==> src/rtl/regfile_wb.sv <==
// regfile_wb: 64-bit integer register file with a one-entry write-back buffer.
//
// Sources the ALU operands (rs1_data/rs2_data) and accepts the ALU result as a
// write-back. A write is captured into the buffer on the edge it is presented,
// readable via bypass in the following cycle, and committed to the array on
// the next edge. x0 reads as zero and writes to it are dropped.
//
// Ports:
//   clk, rst_n          clock, asynchronous active-low reset
//   rs1_addr/rs1_data   read port 1 (combinational, with bypass)
//   rs2_addr/rs2_data   read port 2 (combinational, with bypass)
//   wb_valid/wb_rd/wb_data  write-back request, destination, value
//   dbg_addr/dbg_data   debug read port (same bypass rules)
//   wb_pending          buffer holds an uncommitted write
//   wr_count            retired (non-x0) write counter, wraps
module regfile_wb #(
  parameter int XLEN  = 64,
  parameter int NREGS = 32,
  parameter int CNT_W = 32,
  localparam int AW   = $clog2(NREGS)
) (
  input  logic             clk,
  input  logic             rst_n,
  input  logic [AW-1:0]    rs1_addr,
  input  logic [AW-1:0]    rs2_addr,
  output logic [XLEN-1:0]  rs1_data,
  output logic [XLEN-1:0]  rs2_data,
  input  logic             wb_valid,
  input  logic [AW-1:0]    wb_rd,
  input  logic [XLEN-1:0]  wb_data,
  input  logic [AW-1:0]    dbg_addr,
  output logic [XLEN-1:0]  dbg_data,
  output logic             wb_pending,
  output logic [CNT_W-1:0] wr_count
);

  // Entry 0 is never written, so it stays at its reset value and is pruned.
  logic [XLEN-1:0]  regs [NREGS];
  logic             buf_valid;
  logic [AW-1:0]    buf_rd;
  logic [XLEN-1:0]  buf_data;
  logic [CNT_W-1:0] cnt_q;
  logic             accept;

  assign accept = wb_valid && (wb_rd != '0);

  always_ff @(posedge clk or negedge rst_n) begin
    if (!rst_n) begin
      for (int unsigned i = 0; i < NREGS; i++) begin
        regs[i] <= '0;
      end
      buf_valid <= 1'b0;
      buf_rd    <= '0;
      buf_data  <= '0;
      cnt_q     <= '0;
    end else begin
      // Commit of the held write and capture of the new one share the edge.
      if (buf_valid) begin
        regs[buf_rd] <= buf_data;
      end
      buf_valid <= accept;
      if (accept) begin
        buf_rd   <= wb_rd;
        buf_data <= wb_data;
        cnt_q    <= cnt_q + CNT_W'(1);
      end
    end
  end

  // Three identical read ports: 0 = rs1, 1 = rs2, 2 = debug.
  logic [AW-1:0]   raddr [3];
  logic [XLEN-1:0] rdata [3];

  assign raddr[0] = rs1_addr;
  assign raddr[1] = rs2_addr;
  assign raddr[2] = dbg_addr;

  always_comb begin
    for (int unsigned p = 0; p < 3; p++) begin
      rdata[p] = '0;
      if (raddr[p] != '0) begin
        if (buf_valid && (buf_rd == raddr[p])) begin
          rdata[p] = buf_data;
        end else begin
          rdata[p] = regs[raddr[p]];
        end
      end
    end
  end

  assign rs1_data   = rdata[0];
  assign rs2_data   = rdata[1];
  assign dbg_data   = rdata[2];
  assign wb_pending = buf_valid;
  assign wr_count   = cnt_q;

endmodule

==> config.mk <==
export PLATFORM = sky130hd
export DESIGN_NAME = regfile_wb
export DESIGN_NICKNAME = d
export VERILOG_FILES = /design/src/rtl/regfile_wb.sv
export SDC_FILE = /design/constraint.sdc
export NUM_CORES = 2
export LEC_CHECK = 0
export BUFFER_PORTS_ARGS = -buffer_cell sky130_fd_sc_hd__buf_2
export CAP_MARGIN = 20
export CORE_MARGIN = 2
export CORE_UTILIZATION = 30
export CTS_CLUSTER_SIZE = 10
export DETAILED_ROUTE_END_ITERATION = 8
export PLACE_DENSITY_LB_ADDON = 0.12
export RECOVER_POWER = 25
export SLEW_MARGIN = 15
export SYNTH_ARGS = -nofsm -noshare
export SYNTH_HDL_FRONTEND = slang
export SYNTH_SLANG_ARGS = --single-unit
==> constraint.sdc <==
create_clock -name clk -period 3.2 [get_ports clk]
set_input_delay 0.64 -clock clk [delete_from_list [all_inputs] [get_ports clk]]
set_output_delay 0.64 -clock clk [all_outputs]
set_load 0.03 [all_outputs]
==> flow_summary.json <==
{
  "ant_nets": 0,
  "r2r_cells": 7,
  "clk_path_buf_depth": 4,
  "synth_adder_area_share": 0.00009639,
  "grt_antenna_before_repair": 13,
  "max_stage_delay_ns": 0.42,
  "synthMuxAreaShare": 0.5110,
  "power.total_mw": 107.6,
  "ys_types": 51,
  "grt_pass1_vias": 93010,
  "synthArstFlopShare": 1.000,
  "fin_setup_tns_ns": -117.77,
  "clkLatencyLatePin_ns": 0.96,
  "fin_ws_ns": -0.6551,
  "cp_slowest_cell": "dfrtp_1",
  "synth_compound_area_frac": 0.02076,
  "crit_path_frequent_cell": "buf_6",
  "grt.total_usage": 0.2496,
  "area_delta_synth_final_pct": 26.35,
  "drc": 0,
  "drive_above_1_share": 0.6708,
  "avgRoutedWirePerCell_um": 36.68,
  "worstReg2RegStart": "buf_rd[1]",
  "multi_input_area_um2": 75370,
  "critPathTopFamily": "buffers and inverters",
  "cts_max_level": 5,
  "ys_warn_count": 0,
  "hold_viol": 0,
  "max_slew_margin": -1.089,
  "hold_slack_ns": 0.06102,
  "gp_congestion": 0.8282,
  "rsz0062_at_grt": "true",
  "fillers": 39830,
  "cts_root_buf": "clkbuf_16",
  "synthSimpleGateAreaFrac": 0.01836,
  "violations": "capacitance limit, slew limit, setup timing",
  "p_leak_nw": 69.24,
  "num-nets-final": 9194,
  "synth_top_family_by_area": "multiplexers",
  "worst_pin_slew_ns": 3.134,
  "drt_iter0_markers": 7516,
  "regArea_um2": 53800,
  "crit_cells": 12,
  "worstHoldStart": "wb_data[32]",
  "synth_nets": 8348,
  "worstPathCellList": "buf_6 -> xnor2_2 -> nand4_1 -> buf_6 -> o21ai_4 -> buf_12 -> buf_16 -> buf_12 -> o22ai_1 -> nor2_1 -> buf_4 -> buf_6",
  "critPathRequiredTime_ns": 2.56,
  "cts_made_buffers": 286,
  "ys_seq_area_frac": 0.4145,
  "synth_xor_area_frac": 0.003104,
  "dieArea_um2": 438000,
  "finalSetupViolCount": 394,
  "max_freq_mhz": 259.4,
  "rows": 241,
  "synth_cells": 8260,
  "critical_path_class": "flip-flop to output pin",
  "grt_pass1_wl_um": 773100,
  "clock_skew_ns": 0.04393,
  "ios": 312,
  "synth_seq_cells": 2150,
  "path_buf_inv": 7,
  "critPathLaunchType": "flip-flop",
  "start_util": 0.3012,
  "routed_wirelength_um": 550600,
  "cp.arrival_ns": 3.22,
  "synth_edf_count": 0,
  "crit_end": "dbg_data[37]",
  "path_max_fanout": 6,
  "fp.dieW_um": 661.8,
  "vias": 88390,
  "via_per_inst": 5.889,
  "critPathLaunch": "buf_rd[1]",
  "ys_top_cells_by_area": "dfrtp_1 41%, mux4_2 31%, mux2_2 18%",
  "max-vdd-ir-drop_v": 0.0004221,
  "die_y_um": 661.8,
  "gr-total-overflow": 0,
  "cts_num_sinks": 2150,
  "reg2reg_slack_ns": 0.33,
  "cts_tree": "done",
  "coreArea_um2": 430900,
  "avgSynthCellArea_um2": 15.71,
  "clkTransAtPathRegs_ns": 0.06,
  "slew_violations": 54,
  "io_buffers": 311,
  "yosysTopAreaCellShare": 0.4145,
  "status": "finished, violations left",
  "reg2reg_to": "regs[672]",
  "period_minus_slack_ns": 3.855,
  "hp-class": "input pin to flip-flop",
  "power_density_nw_per_um2": 656.1,
  "synth_top_area_cell": "dfrtp_1",
  "drtPass1Iterations": 7,
  "critPathCaptureType": "output pin",
  "synth_area_um2": 129800,
  "fin_crit_sh": 1.205,
  "maxCapViolations": 1,
  "hpwl_um": 345900,
  "grt_max_degree": 102,
  "ys.flop_type": "dfrtp_1"
}
[metrics by stage]
step | area [um2] | util | setup slack [ns] | cells
floorplan | 130100 | - | -0.1426 | 8260
global placement | 147500 | 0.3422 | -1.069 | 14340
detailed placement | 147500 | 0.3422 | -1.071 | 14340
CTS | 162400 | 0.3769 | -0.6974 | 14960
global route | 164000 | 0.3806 | -0.7359 | 15010
finish | 164000 | 0.3806 | -0.6551 | 15010
[state kept, by name, summed over array words and instances (netlist names)]
| name | flops |
|---|---|
| buf_data | 64 |
| buf_rd | 5 |
| regs | 2048 |
| wb_pending | 1 |
| wr_count | 32 |
[synthesized netlist by cell type (2+ instances only)]
library cell and count:
dfrtp_1 2150, mux2_2 2051, mux4_2 1813, clkbuf_1 586, nand2_1 259, buf_2 252
mux2i_1 240, nor2_1 147, o21ai_0 139, o22ai_1 136, buf_1 112, nor2b_1 60
a221o_1 50, a211oi_1 40, a21oi_1 37, xnor2_1 37, buf_4 34, nand3_1 21
and3_1 9, xor2_1 9, nand4_1 8, or2_2 6, nand3b_1 5, nor3_1 5
nor2_2 4, nor3b_1 4, nor4_1 4, a22o_1 3, a22oi_1 3, and2_1 3
nand2b_1 3, or4_1 3, a31oi_1 2, buf_6 2, inv_1 2, inv_2 2
o2111ai_1 2, o211ai_1 2, o21ai_1 2, o311ai_0 2
[metal layers]
layer / share of wire / up-vias / global-route usage
li1: - / 34800 / -
met1: 0.42 / 49440 / 0.3368
met2: 0.48 / 3281 / 0.4106
met3: 0.054 / 869 / 0.03270
met4: 0.043 / 2 / 0.09216
met5: 0.000022 / - / 0
[cells in the final DEF (no fill, tap or decap), drive strengths merged, types with 5 or more instances in the layout]
cell / instances
buf: 1454
nand4: 8
mux2: 2051
nor2: 151
and3: 9
xnor2: 37
mux2i: 240
nand2: 259
diode: 5
o22ai: 136
dfrtp: 2150
a21oi: 37
a211oi: 40
nand3b: 5
dlygate4sd3: 65
bufinv: 6
mux4: 1813
nor2b: 60
clkbuf: 443
clkinv: 40
nand3: 21
inv: 17
nor3: 5
xor2: 9
or2: 7
o21ai: 141
a221o: 50
[logic make-up (layout without fill, tap and decap cells)]
logic type,Yosys count,in the layout
buf+inv,991,2026
other cells,0,5
mux,4104,4104
flops,2150,2150
xor+xnor,46,46
fa+ha+maj,1,1
compound gates,423,423
simple gates,545,545
[how the worst min path moves through the flow]
stage                         to  slack [ns]  cells after the start
floorplan            buf_data[0]        0.34                      0
global placement    wr_count[31]        0.46                      1
detailed placement  wr_count[31]        0.46                      1
CTS                 buf_data[31]       0.006                      3
global route        buf_data[57]        0.09                      3
finish              buf_data[32]        0.06                      3
[where the power goes]
group | total, mW | internal (mW) | switching (mW)
Sequential | 41.7 | 34.3 | 7.39
Clock | 32.2 | 18.9 | 13.3
Combinational | 33.7 | 20.5 | 13.2
[final cells by class]
type                    instances  area share
multi-input cells            5119      0.4596
flip-flops and latches       2150      0.3281
repair buffers               1544      0.1125
inverters                       5   0.0001907
well taps                    5710     0.04356
diodes                          5  0.00007629
clock buffers                 419     0.05211
clock inverters                58    0.003914
[repair_timing]
item / 4_1_cts / 5_1_grt
setup buffers: 98 / 73
gates resized for setup: 997 / 314
setup endpoints to repair: 192 / 192
pin swaps: 153 / 90
gates cloned: 17 / 3
endpoints found under the hold margin: 91 / 0
hold buffers: 65 / 0
[worst register-to-register path: cells and delay by family (launching register included)]
| kind | cells | cell delay [ns] |
|---|---|---|
| DFF | 1 | 0.42 |
| buffers and inverters | 4 | 0.96 |
| muxes | 1 | 0.42 |
| and+or+nand+nor | 2 | 0.94 |
(Power assumes the default switching activity.)
